File: config.mk
export PLATFORM = sky130hd
export DESIGN_NAME = mcu_io_ctrl
export DESIGN_NICKNAME = d
export VERILOG_FILES = /design/src/rtl/io_ctrl_pkg.sv /design/src/rtl/grid_wr_fifo.sv /design/src/rtl/mcu_io_ctrl.sv
export SDC_FILE = /design/constraint.sdc
export NUM_CORES = 1
export LEC_CHECK = 0
export ABC_CLOCK_PERIOD_IN_PS = 3100
export BUFFER_PORTS_ARGS = -buffer_cell sky130_fd_sc_hd__buf_2
export CAP_MARGIN = 20
export CORE_UTILIZATION = 23
export DETAILED_ROUTE_END_ITERATION = 6
export PLACE_DENSITY = 0.43
export REMOVE_ABC_BUFFERS = 1
export SKIP_CTS_REPAIR_TIMING = 1
export SKIP_LAST_GASP = 1
export SYNTH_ARGS = -nofsm -noshare
export SYNTH_HDL_FRONTEND = slang
export SYNTH_HIERARCHICAL = 1
export SYNTH_SLANG_ARGS = --single-unit
File: constraint.sdc
create_clock -name clk -period 3.1 [get_ports clk]
set_clock_uncertainty 0.2 [all_clocks]
set_input_delay 0.465 -clock clk [delete_from_list [all_inputs] [get_ports clk]]
set_output_delay 0.465 -clock clk [all_outputs]
set_load 0.05 [all_outputs]
File: src/rtl/io_ctrl_pkg.sv
// rtl/io_ctrl_pkg.sv - shared constants and types for the MCU I/O controller
// Purpose: register addresses, access FSM state encoding and STATUS bit
//          positions used by mcu_io_ctrl and its testbench.
// Ports:   none (package).
package io_ctrl_pkg;

    localparam logic [7:0] ADDR_POS    = 8'h00;
    localparam logic [7:0] ADDR_COLOR  = 8'h01;
    localparam logic [7:0] ADDR_STATUS = 8'h02;
    localparam logic [7:0] ADDR_SW     = 8'h03;
    localparam logic [7:0] ADDR_KEY    = 8'h04;
    localparam logic [7:0] ADDR_IRQ_EN = 8'h05;

    typedef enum logic [1:0] {
        IDLE = 2'd0,
        WAIT = 2'd1,
        ACK  = 2'd2
    } io_state_t;

    // STATUS layout: {3'b0, overrun, key_valid, fifo_full, fifo_empty, irq}
    localparam int STAT_IRQ       = 0;
    localparam int STAT_EMPTY     = 1;
    localparam int STAT_FULL      = 2;
    localparam int STAT_KEY_VALID = 3;
    localparam int STAT_OVERRUN   = 4;

    function automatic logic [7:0] pack_status(
        input logic overrun,
        input logic key_valid,
        input logic fifo_full,
        input logic fifo_empty,
        input logic irq
    );
        logic [7:0] s;
        s                 = 8'h00;
        s[STAT_OVERRUN]   = overrun;
        s[STAT_KEY_VALID] = key_valid;
        s[STAT_FULL]      = fifo_full;
        s[STAT_EMPTY]     = fifo_empty;
        s[STAT_IRQ]       = irq;
        return s;
    endfunction

endpackage

File: src/rtl/grid_wr_fifo.sv
// rtl/grid_wr_fifo.sv - synchronous FIFO buffering grid pixel writes
// Purpose: FIFO_DEPTH x 16-bit FIFO; head is presented combinationally on dout.
// Ports:   clk, rst (async, active-high, flushes contents)
//          push/din  - write side, ignored when full
//          pop/dout  - read side, pop ignored when empty
//          full, empty - occupancy flags derived from pointers with an extra MSB
module grid_wr_fifo #(
    parameter int FIFO_DEPTH = 4
) (
    input  logic        clk,
    input  logic        rst,
    input  logic        push,
    input  logic [15:0] din,
    input  logic        pop,
    output logic [15:0] dout,
    output logic        full,
    output logic        empty
);

    localparam int AW = $clog2(FIFO_DEPTH);
    localparam logic [AW:0] PTR_ONE = (AW + 1)'(1);

    logic [15:0] mem [FIFO_DEPTH];
    logic [AW:0] wr_ptr;
    logic [AW:0] rd_ptr;
    logic        do_push;
    logic        do_pop;

    // Same index with differing wrap bit means the writer is a full lap ahead.
    assign empty   = (wr_ptr == rd_ptr);
    assign full    = (wr_ptr[AW] != rd_ptr[AW]) && (wr_ptr[AW-1:0] == rd_ptr[AW-1:0]);
    assign do_push = push && !full;
    assign do_pop  = pop && !empty;
    assign dout    = mem[rd_ptr[AW-1:0]];

    always_ff @(posedge clk or posedge rst) begin
        if (rst) begin
            wr_ptr <= '0;
            rd_ptr <= '0;
            for (int i = 0; i < FIFO_DEPTH; i++) begin
                mem[i] <= 16'h0000;
            end
        end else begin
            if (do_push) begin
                mem[wr_ptr[AW-1:0]] <= din;
                wr_ptr              <= wr_ptr + PTR_ONE;
            end
            if (do_pop) begin
                rd_ptr <= rd_ptr + PTR_ONE;
            end
        end
    end

endmodule

File: src/rtl/mcu_io_ctrl.sv
// rtl/mcu_io_ctrl.sv - memory-mapped I/O controller for the CPU load/store port
// Purpose: register interface to the VGA grid port (through a write FIFO),
//          the board switches and the keypad, plus a level interrupt.
// Ports:   clk, rst (async, active-high)
//          io_req/io_we/io_addr/io_wdata -> io_rdata/io_ack : CPU access handshake
//          grid_pos/grid_color/grid_wr <- grid_ready        : VGA grid write port
//          sw                                               : synchronized switches
//          key_code/key_strobe                              : keypad events
//          irq                                              : registered interrupt level
module mcu_io_ctrl
    import io_ctrl_pkg::*;
#(
    parameter int FIFO_DEPTH = 4
) (
    input  logic       clk,
    input  logic       rst,
    input  logic       io_req,
    input  logic       io_we,
    input  logic [7:0] io_addr,
    input  logic [7:0] io_wdata,
    output logic [7:0] io_rdata,
    output logic       io_ack,
    output logic [7:0] grid_pos,
    output logic [7:0] grid_color,
    output logic       grid_wr,
    input  logic       grid_ready,
    input  logic [7:0] sw,
    input  logic [3:0] key_code,
    input  logic       key_strobe,
    output logic       irq
);

    io_state_t   state;
    logic [7:0]  pos_reg;
    logic [7:0]  color_reg;
    logic [1:0]  irq_en;
    logic [3:0]  key;
    logic        key_valid;
    logic        overrun;

    logic        fifo_full;
    logic        fifo_empty;
    logic [15:0] fifo_dout;
    logic        fifo_push;
    logic        fifo_pop;

    logic        color_wr;
    logic        idle_take;
    logic        key_rd;
    logic [7:0]  rd_mux;

    always_comb begin
        color_wr  = io_we && (io_addr == ADDR_COLOR);
        // Access completes from IDLE unless it is a COLOR write blocked by a full FIFO.
        idle_take = (state == IDLE) && io_req && !(color_wr && fifo_full);
        // Pushes happen on the same edge that moves the FSM into ACK.
        fifo_push = !fifo_full &&
                    (((state == IDLE) && io_req && color_wr) || (state == WAIT));
        key_rd    = idle_take && !io_we && (io_addr == ADDR_KEY);
        fifo_pop  = grid_ready && !fifo_empty;
    end

    always_comb begin
        rd_mux = 8'h00;
        case (io_addr)
            ADDR_POS:    rd_mux = pos_reg;
            ADDR_COLOR:  rd_mux = color_reg;
            ADDR_STATUS: rd_mux = pack_status(overrun, key_valid, fifo_full, fifo_empty, irq);
            ADDR_SW:     rd_mux = sw;
            ADDR_KEY:    rd_mux = {4'b0000, key};
            ADDR_IRQ_EN: rd_mux = {6'b000000, irq_en};
            default:     rd_mux = 8'h00;
        endcase
    end

    // Access FSM; io_ack is registered and coincides with the ACK state.
    always_ff @(posedge clk or posedge rst) begin
        if (rst) begin
            state     <= IDLE;
            io_ack    <= 1'b0;
            io_rdata  <= 8'h00;
            pos_reg   <= 8'h00;
            color_reg <= 8'h00;
            irq_en    <= 2'b00;
        end else begin
            io_ack <= 1'b0;
            case (state)
                IDLE: begin
                    if (io_req) begin
                        if (color_wr && fifo_full) begin
                            state <= WAIT;
                        end else begin
                            state  <= ACK;
                            io_ack <= 1'b1;
                            if (io_we) begin
                                case (io_addr)
                                    ADDR_POS:    pos_reg   <= io_wdata;
                                    ADDR_COLOR:  color_reg <= io_wdata;
                                    ADDR_IRQ_EN: irq_en    <= io_wdata[1:0];
                                    default:     ;
                                endcase
                            end else begin
                                io_rdata <= rd_mux;
                            end
                        end
                    end
                end
                WAIT: begin
                    if (!fifo_full) begin
                        state     <= ACK;
                        io_ack    <= 1'b1;
                        color_reg <= io_wdata;
                    end
                end
                ACK: begin
                    state <= IDLE;
                end
                default: begin
                    state <= IDLE;
                end
            endcase
        end
    end

    // Keypad latch; a KEY read on the same edge as a strobe keeps the new key valid.
    always_ff @(posedge clk or posedge rst) begin
        if (rst) begin
            key       <= 4'h0;
            key_valid <= 1'b0;
            overrun   <= 1'b0;
        end else if (key_strobe) begin
            key       <= key_code;
            key_valid <= 1'b1;
            overrun   <= key_rd ? 1'b0 : (overrun | key_valid);
        end else if (key_rd) begin
            key_valid <= 1'b0;
            overrun   <= 1'b0;
        end
    end

    always_ff @(posedge clk or posedge rst) begin
        if (rst) begin
            irq <= 1'b0;
        end else begin
            irq <= (irq_en[0] & key_valid) | (irq_en[1] & fifo_empty);
        end
    end

    grid_wr_fifo #(
        .FIFO_DEPTH(FIFO_DEPTH)
    ) u_fifo (
        .clk  (clk),
        .rst  (rst),
        .push (fifo_push),
        .din  ({pos_reg, io_wdata}),
        .pop  (fifo_pop),
        .dout (fifo_dout),
        .full (fifo_full),
        .empty(fifo_empty)
    );

    assign grid_wr    = !fifo_empty;
    assign grid_pos   = fifo_dout[15:8];
    assign grid_color = fifo_dout[7:0];

endmodule

### Yosys cells after proc, flatten, opt, wreduce, memory -nomap -nowiden

Index checks and enable logic that the tools add are counted.

| operators by class | value |
|---|---|
| add/sub/neg operators | 2 |
| $lt $le $gt $ge | 3 |
| equality and inequality tests | 14 |
| mux-type cells | 25 |
| bitwise gates (word level) | 8 |
| reduce and logical (&&, ||, !) cells | 27 |

Operator list:

| operator | number |
|---|---|
| $bwmux 64 | 1 |
| $mux 16 | 3 |
| $pmux 8 s6 | 1 |
| $mux 8 | 5 |
| $bmux 16 s2 | 1 |
| $demux 16 s2 | 1 |
| $eq 8x2->1 const B | 2 |
| $eq 8x3->1 const B | 2 |
| $pmux 8 s2 | 1 |
| $logic_and 1x1->1 | 13 |
| $ne 2x2->1 const B | 5 |
| $reduce_and 5->1 | 2 |
| $eq 8x1->1 const B | 1 |
| $logic_not 8->1 | 1 |
| $mux 1 | 7 |
| $add 3x1->3 const B | 2 |
| $ge 3x3->1 const B | 2 |
| $mux 2 | 3 |
| $not 2->3 | 2 |
| $reduce_and 6->1 | 1 |
| $logic_not 1->1 | 4 |
| $pmux 2 s2 | 1 |
| $reduce_and 4->1 | 1 |
| $reduce_bool 2->1 | 2 |
| other kinds (12) | 15 |

| storage, ports and cells | value |
|---|---|
| register bits after elaboration | 106 |
| logic and storage cells | 95 |

### Longest topological paths before layout

Gate-level depths: netlist of run 1.

| logic depth | value |
|---|---|
| word-level depth | 9 |
| mapped depth | 11 |

### Hierarchy

The synthesis of run 1 kept the hierarchy.

By module, submodules not included:

| module | times used | cells each | area each (um^2) | seq. area each (um^2) |
|---|---|---|---|---|
| grid_wr_fifo | 1 | 199 | 3,439.5 | 1,751.7 |
| mcu_io_ctrl | 1 | 156 | 1,784.2 | 900.9 |

### Least setup slack after synthesis of run 1

Ideal clock, no wire load.

| path | value |
|---|---|
| path kind | input to register |
| start | in io_addr[5] |
| end | reg u_fifo/mem[0] (netlist name) |
| setup time | 0.125 ns |
| data arrival time | 2.523 ns |
| data required time | 2.775 ns |
| path slack | 0.252 ns |
| stages on the path | 8 |
| path buffers | 1 |
| cell sequence | or4_4 > nor4b_4 > o21ai_2 > inv_1 > nand2_1 > a31oi_4 > buf_6 > mux2_4 |

| between the ends | value |
|---|---|
| cells in the longest elaborated chain, start to end | 6 |

Ends and longest elaborated chain:

| what | RTL line | source |
|---|---|---|
| start, declared | mcu_io_ctrl.sv:19 | `input logic [7:0] io_addr,` |
| $eq 8x1->1 | mcu_io_ctrl.sv:53 | `color_wr = io_we && (io_addr == ADDR_COLOR);` |
| $logic_and 1x1->1 | mcu_io_ctrl.sv:53 |  |
| $logic_and 1x1->1 | mcu_io_ctrl.sv:58 | `(((state == IDLE) && io_req && color_wr) \|\| (state == WAIT));` |
| $logic_or 1x1->1 | mcu_io_ctrl.sv:58 |  |
| $logic_and 1x1->1 | mcu_io_ctrl.sv:57 | `fifo_push = !fifo_full &&` |
| net fifo_push | mcu_io_ctrl.sv:44 | `logic fifo_push;` |
| $logic_and 1x1->1 | grid_wr_fifo.sv:32 | `assign do_push = push && !full;` |
| end signal, assigned by index | grid_wr_fifo.sv:45 | `mem[wr_ptr[AW-1:0]] <= din;` |
| end, declared | grid_wr_fifo.sv:23 | `logic [15:0] mem [FIFO_DEPTH];` |

The timed path passes the listed nets, and every way through them passes these cells.
A chain may end at the register's enable or synchronous reset.

### Worst setup path after layout of run 1

| path | value |
|---|---|
| start | reg u_fifo.wr_ptr[0] |
| end | out grid_wr |

| between the ends | value |
|---|---|
| cells in the longest elaborated chain, start to end | 2 |

Ends and longest elaborated chain:

| what | RTL line | source |
|---|---|---|
| start, declared | grid_wr_fifo.sv:24 | `logic [AW:0] wr_ptr;` |
| start signal, assigned | grid_wr_fifo.sv:46 | `wr_ptr <= wr_ptr + PTR_ONE;` |
| $eq 3x3->1 | grid_wr_fifo.sv:30 | `assign empty = (wr_ptr == rd_ptr);` |
| net fifo_empty | mcu_io_ctrl.sv:42 | `logic fifo_empty;` |
| $logic_not 1->1 | mcu_io_ctrl.sv:162 | `assign grid_wr = !fifo_empty;` |
| end, declared | mcu_io_ctrl.sv:25 | `output logic grid_wr,` |

The timed path passes the listed nets, and every way through them passes these cells.

==> results by group, run 1 <==
Run status
  • Outcome: complete, but fails checks
  • Failing checks: DRC

Worst setup path
  • Critical Path Slowest Stage Cell: xnor2_2
  • FF-to-FF path depth: 9
  • Crit Path Category: reg2out
  • CP Launch Type: register
  • Crit end category: primary output
  • Crit path DAT: 2.24 ns
  • Reg2Reg Setup Slack: 0.27 ns
  • Crit-path cells: xnor2_2 -> nand2_1 -> nor2_1 -> inv_1 -> buf_2
  • Crit-path max FO: 8
  • Worst EP required: 2.43 ns
  • Worst r2r dst: u_fifo/mem[41]
  • Worst R2R Start: u_fifo/rd_ptr[2]
  • Slowest cell delay on critical path: 0.57 ns

Synthesis
  • Yosys top cell area share: 0.508
  • Post-synth cell types: 43
  • Syn Area/Cell: 14.7 um^2
  • Top cells by area, synth: dfrtp_1, mux2_4, mux2_2, mux4_2, mux2i_1
  • Yosys reg bits: 106
  • Top FF cell, synth: dfrtp_1
  • Cells after synthesis: 355
  • Area leader, netlist: dfrtp_1
  • Fraction of registers with async set/reset: 1.00
  • Post-synth EDFFs: 0
  • Post-synthesis sequential area ratio: 0.508
  • Count leader, synth: dfrtp_1
  • Syn. warnings: 6
  • Synth Cell Area: 0.00522 mm^2
  • Leading cell types by count after synthesis: dfrtp_1, mux2_2, mux2_4

Floorplan
  • Num rows: 54
  • Initial cell density of the core: 0.237
  • DIE WIDTH: 153 um
  • Die Height: 153 um
  • I/O pins: 61
  • Core area: 0.0220 mm^2
  • Die ar.: 0.0233 mm^2

Route
  • Via density: 4.57
  • DR pass1 iterations: 6
  • Iter 0 DRT Violations: 170
  • DRC Markers: 7
  • DRT Wirelength: 13.7 mm
  • Via count: 3238
  • Antenna Nets Post-Route: 0
  • WL per Instance: 19.3 um

CTS
  • Num CTS Buffers: 9
  • Later-pin clock latency in the skew report: 0.35 ns
  • TritonCTS clock tree: built
  • Root Driver: clkbuf_16
  • CTS Sinks: 106
  • CTS Buffer Depth: 2
  • H-tree depth: 3
  • Reg clk slew, reported paths: 0.07 ns

Final layout
  • Final Instance Area: 0.00621 mm^2
  • Area of the multi-input gates: 0.00244 mm^2
  • Nets@finish: 465
  • N_diodes: 0
  • Register Area: 0.00265 mm^2
  • Largest Register: u_fifo/mem
  • Largest register FFs: 64
  • Number of non-filler instances in the completed layout: 709
  • Layout cell share with drive strength beyond 1: 0.473
  • Fill cell count: 2279
  • Layout area overhead: 18.9%

Job
  • Max-Cap Viols: 0

Timing
  • Slew headroom: 0.392
  • FMAX: 344 MHz
  • Crit share post-route: 0.938
  • Final worst path period need: 2.91 ns
  • Setup TNS Final: 0 ns
  • Slew at the pin closest to its max-slew limit: 0.912 ns
  • RSZ-0062 raised after global routing: no
  • Final Max Tran Viols: 0
  • Final hold viol count: 0
  • Final setup fails: 0
  • Worst hold slack: 0.0600 ns

Power and ir drop
  • Combinational share of power: 0.215
  • Flop pwr share: 0.457
  • Power Total: 0.00322 W
  • Switching Power: 0.000991 W
  • Power per cell area: 519 mW/mm^2
  • Sw Ratio: 0.308
  • Peak supply drop: 0.000213 V
  • Leak: 2.92 nW
  • P_int: 0.00223 W
  • Clk pwr share: 0.328

GRT
  • Number of global-route vias before repair: 3609
  • Grt total ovfl: 0
  • GRT Total Usage: 0.126
  • Initial antenna violation count: 0
  • Global-route wire length before repair: 21.9 mm
  • Largest net degree at the start of global routing: 71

Placement
  • Dpl cell area: 0.00595 mm^2
  • Placed instance count: 695
  • DP HPWL: 9.77 mm
  • PortBufs: 60
  • Gpl congestion: 0.751

Min path
  • Min-Delay Path Class: in2async
## worst max path at each step
stage	start	to	slack [ns]	cells past startpoint
6_report	u_fifo/wr_ptr[0]	grid_wr	0.19	5
5_1_grt	u_fifo/wr_ptr[0]	grid_wr	0.02	5
4_1_cts	u_fifo/wr_ptr[0]	grid_wr	0.13	5
3_5_place_dp	io_addr[5]	u_fifo/mem[41]	0.17	9
3_3_place_gp	io_addr[5]	u_fifo/mem[11]	0.22	9
2_1_floorplan	u_fifo/rd_ptr[0]	u_fifo/mem[10]	-0.29	9
## per-stage QoR
stage | setup slack, ns | util
2_1_floorplan | -0.295 | -
3_3_place_gp | 0.222 | 0.270
3_5_place_dp | 0.172 | 0.270
4_1_cts | 0.134 | 0.282
5_1_grt | 0.0160 | 0.282
6_report | 0.191 | 0.282
## cell usage in the layout, fill, tap and decap left out, drive strengths merged, types with 3 or more instances in the layout
cell type | netlist | final
nand2 | 17 | 17
mux2 | 82 | 82
mux4 | 18 | 18
and3 | 8 | 8
a311oi | 3 | 3
a221o | 8 | 8
buf | 10 | 77
ha | 5 | 5
a31oi | 11 | 11
dfrtp | 106 | 106
a21oi | 4 | 4
o21ai | 11 | 11
xnor2 | 4 | 4
inv | 8 | 8
xor2 | 4 | 4
clkbuf | 7 | 11
nor3 | 4 | 4
nor2b | 4 | 4
mux2i | 9 | 9
nor2 | 10 | 10
## per-layer routing
metal	share of wire	track usage	wire, um	vias up
met5	0	0	0	-
met2	0.49	0.210	6780	78
met4	0.014	0.0375	187	0
met1	0.43	0.162	5940	1682
met3	0.058	0.0284	790	14
li1	-	-	-	1464
## final cells by class
cell class	instances	share of cell area
Clock buffer	11	0.0391
Clock inverter	3	0.00282
Inverter	8	0.00483
Multi-Input combinational cell	224	0.393
Sequential cell	106	0.427
Tap cell	280	0.0564
Timing Repair Buffer	77	0.0769
## worst max-delay path, delay by kind of cell, from the launching register on
kind,cells,cell delay (ns)
flip-flops,1,0.49
buffers and inverters,2,0.29
XOR/XNOR,1,0.57
AND/OR/NAND/NOR,2,0.53
## cell families after synthesis
family | count (synthesis) | share of synthesized area
AO/OA/AOI/OAI | 45 | 0.0731
XOR/XNOR | 8 | 0.0220
adder cells (fa/ha/maj) | 5 | 0.0120
buffers and inverters | 25 | 0.0249
flip-flops | 106 | 0.508
multiplexers | 109 | 0.300
AND/OR/NAND/NOR | 57 | 0.0606
## power groups by stage
| stage | clock network, W | registers [W] | logic (W) |
|---|---|---|---|
| 5_1_grt | 0.00117 | 0.00148 | 0.000757 |
| 6_report | 0.00106 | 0.00147 | 0.000694 |
| 4_1_cts | 0.00110 | 0.00147 | 0.000714 |
| 3_5_place_dp | 0 | 0.00150 | 0.000711 |
| 2_1_floorplan | 0 | 0.00158 | 0.000385 |
| 3_3_place_gp | 0 | 0.00150 | 0.000707 |
Power figures use the tool's default switching activity.
==> run 2, diff against run 1 <==
Settings changed: CELL_PAD_IN_SITES_DETAIL_PLACEMENT set to 1, CELL_PAD_IN_SITES_GLOBAL_PLACEMENT set to 1, PLACE_DENSITY 0.43 to 0.49.
==> results by group, run 2 (synthesis gave the netlist of run 1 again) <==
GRT
  • Global-route wire length before repair: 23.2 mm (was 21.9 mm)
  • GRT Total Usage: 0.132 (was 0.126)
  • Number of global-route vias before repair: 3749 (was 3609)
  • Initial antenna violation count: 0 (unchanged)
  • Largest net degree at the start of global routing: 39 (was 71)
  • Grt total ovfl: 0 (unchanged)

Floorplan
  • Core area: 0.0220 mm^2 (unchanged)
  • Num rows: 54 (unchanged)
  • Die ar.: 0.0233 mm^2 (unchanged)
  • Die Height: 153 um (unchanged)
  • I/O pins: 61 (unchanged)
  • Initial cell density of the core: 0.237 (unchanged)
  • DIE WIDTH: 153 um (unchanged)

Placement
  • DP HPWL: 10.2 mm (was 9.77 mm)
  • PortBufs: 60 (unchanged)
  • Dpl cell area: 0.00599 mm^2 (was 0.00595 mm^2)
  • Gpl congestion: 0.775 (was 0.751)
  • Placed instance count: 700 (was 695)

Final layout
  • Nets@finish: 470 (was 465)
  • Number of non-filler instances in the completed layout: 714 (was 709)
  • Layout cell share with drive strength beyond 1: 0.482 (was 0.473)
  • Largest Register: u_fifo/mem (unchanged)
  • Register Area: 0.00265 mm^2 (unchanged)
  • Commonest non-fill, non-tap cell in the layout: dfrtp_1 (unchanged)
  • Area of the multi-input gates: 0.00244 mm^2 (unchanged)
  • N_diodes: 0 (unchanged)
  • Largest register FFs: 64 (unchanged)
  • Post-layout util: 0.285 (was 0.282)
  • Fill cell count: 2393 (was 2279)
  • Commonest cells after routing, fill and taps aside: dfrtp_1, buf_2, mux2_2 (unchanged)
  • Layout area overhead: 20.1% (was 18.9%)
  • Final Instance Area: 0.00627 mm^2 (was 0.00621 mm^2)

Route
  • DRC Markers: 6 (was 7)
  • Iter 0 DRT Violations: 130 (was 170)
  • WL per Instance: 20.2 um (was 19.3 um)
  • Via count: 3279 (was 3238)
  • DRT Wirelength: 14.4 mm (was 13.7 mm)
  • Via density: 4.59 (was 4.57)
  • Antenna Nets Post-Route: 0 (unchanged)
  • DR pass1 iterations: 6 (unchanged)

CTS
  • CTS Sinks: 106 (unchanged)
  • Later-pin clock latency in the skew report: 0.36 ns (was 0.35 ns)
  • TritonCTS clock tree: built (unchanged)
  • Reg clk slew, reported paths: 0.07 ns (about the same)
  • H-tree depth: 3 (unchanged)
  • Num CTS Buffers: 9 (unchanged)
  • Root Driver: clkbuf_16 (unchanged)
  • CTS Buffer Depth: 2 (unchanged)

Run status
  • Failing checks: DRC (unchanged)
  • Outcome: complete, but fails checks (unchanged)

Timing
  • Final setup fails: 0 (unchanged)
  • Final hold viol count: 0 (unchanged)
  • FMAX: 353 MHz (was 344 MHz)
  • Slew at the pin closest to its max-slew limit: 0.898 ns (was 0.912 ns)
  • RSZ-0062 raised after global routing: no (unchanged)
  • Crit share post-route: 0.914 (was 0.938)
  • Final Max Tran Viols: 0 (unchanged)
  • Final worst path period need: 2.83 ns (was 2.91 ns)
  • Slew headroom: 0.400 (was 0.392)

Worst setup path
  • Reg2Reg Setup Slack: 0.38 ns (was 0.27 ns)
  • Worst r2r dst: u_fifo/mem[30] (was u_fifo/mem[41])
  • Crit-path cells: xnor2_4 -> nand2_1 -> nor2_1 -> inv_1 -> buf_2 (was xnor2_2 -> nand2_1 -> nor2_1 -> inv_1 -> buf_2)
  • Critical Path Slowest Stage Cell: dfrtp_1 (was xnor2_2)
  • Crit Path Category: reg2out (unchanged)
  • Crit. Startpoint: u_fifo/wr_ptr[1] (was u_fifo/wr_ptr[0])
  • Worst EP required: 2.43 ns (about the same)
  • Critical path endpoint: grid_wr (unchanged)
  • Crit-path max FO: 7 (was 8)
  • FF-to-FF path depth: 10 (was 9)
  • CP Launch Type: register (unchanged)
  • Slowest cell delay on critical path: 0.51 ns (was 0.57 ns)
  • Crit path DAT: 2.17 ns (was 2.24 ns)
  • Worst R2R Start: u_fifo/wr_ptr[1] (was u_fifo/rd_ptr[2])
  • Crit end category: primary output (unchanged)

Power and ir drop
  • Peak supply drop: 0.000304 V (was 0.000213 V)
  • Power per cell area: 534 mW/mm^2 (was 519 mW/mm^2)
  • Leak: 2.94 nW (was 2.92 nW)
  • Power Total: 0.00335 W (was 0.00322 W)

Min path
  • Min-Delay Path Class: in2async (unchanged)

Job
  • Max-Cap Viols: 0 (unchanged)
run 2: cell count changes in the layout (fill, tap and decap cells not counted), sizes merged:
cell	before	now
clkinv	2	1
bufinv	0	1
clkbuf	11	9
clkinvlp	1	3
buf	77	82
run 2: report_power, final:
group	total (W)	switching (W)	internal, W
clock network	0.00114	0.000524	0.000616
logic	0.000736	0.000463	0.000273
registers	0.00147	0.0000504	0.00142
total	0.00335	0.00104	0.00231
run 2: through the flow:
step | hold slack [ns] | setup WS, ns | setup TNS (ns)
CTS | 0.0797 | 0.180 | 0
global placement | 0.266 | 0.202 | 0
floorplan | 0.274 | -0.295 | -16.32
finish | 0.0550 | 0.267 | 0
global route | 0.0983 | 0.133 | 0
detailed placement | 0.276 | 0.155 | 0
run 2: layout make-up:
class / count / share of cell area
Timing Repair Buffer: 82 / 0.0822
Inverter: 8 / 0.00479
Multi-Input combinational cell: 224 / 0.389
Tap cell: 280 / 0.0559
Sequential cell: 106 / 0.423
Clock buffer: 9 / 0.0359
Clock inverter: 5 / 0.00918
run 2: worst min path at each step:
| stage | from | to | slack [ns] | depth (start not counted) |
|---|---|---|---|---|
| floorplan | color_reg[2] | color_reg[2] | 0.27 | 1 |
| global placement | io_rdata[5] | io_rdata[5] | 0.27 | 2 |
| detailed placement | io_rdata[2] | io_rdata[2] | 0.28 | 2 |
| CTS | rst | pos_reg[6] | 0.08 | 3 |
| global route | rst | pos_reg[6] | 0.1 | 3 |
| finish | rst | pos_reg[6] | 0.06 | 3 |
run 2: per-layer routing:
metal / wire length, um / share of wire / global-route usage / up-vias
met1: 6930 / 0.48 / 0.175 / 1739
met4: 159 / 0.011 / 0.0380 / 0
li1: - / - / - / 1479
met3: 397 / 0.027 / 0.0253 / 10
met2: 6970 / 0.48 / 0.219 / 51
met5: 0 / 0 / 0 / -
run 2: worst max-delay path, delay by kind of cell, from the launching register on:
family | cells | cell delay [ns]
buffers and inverters | 2 | 0.32
flip-flops | 1 | 0.51
XOR/XNOR | 1 | 0.41
AND/OR/NAND/NOR | 2 | 0.58
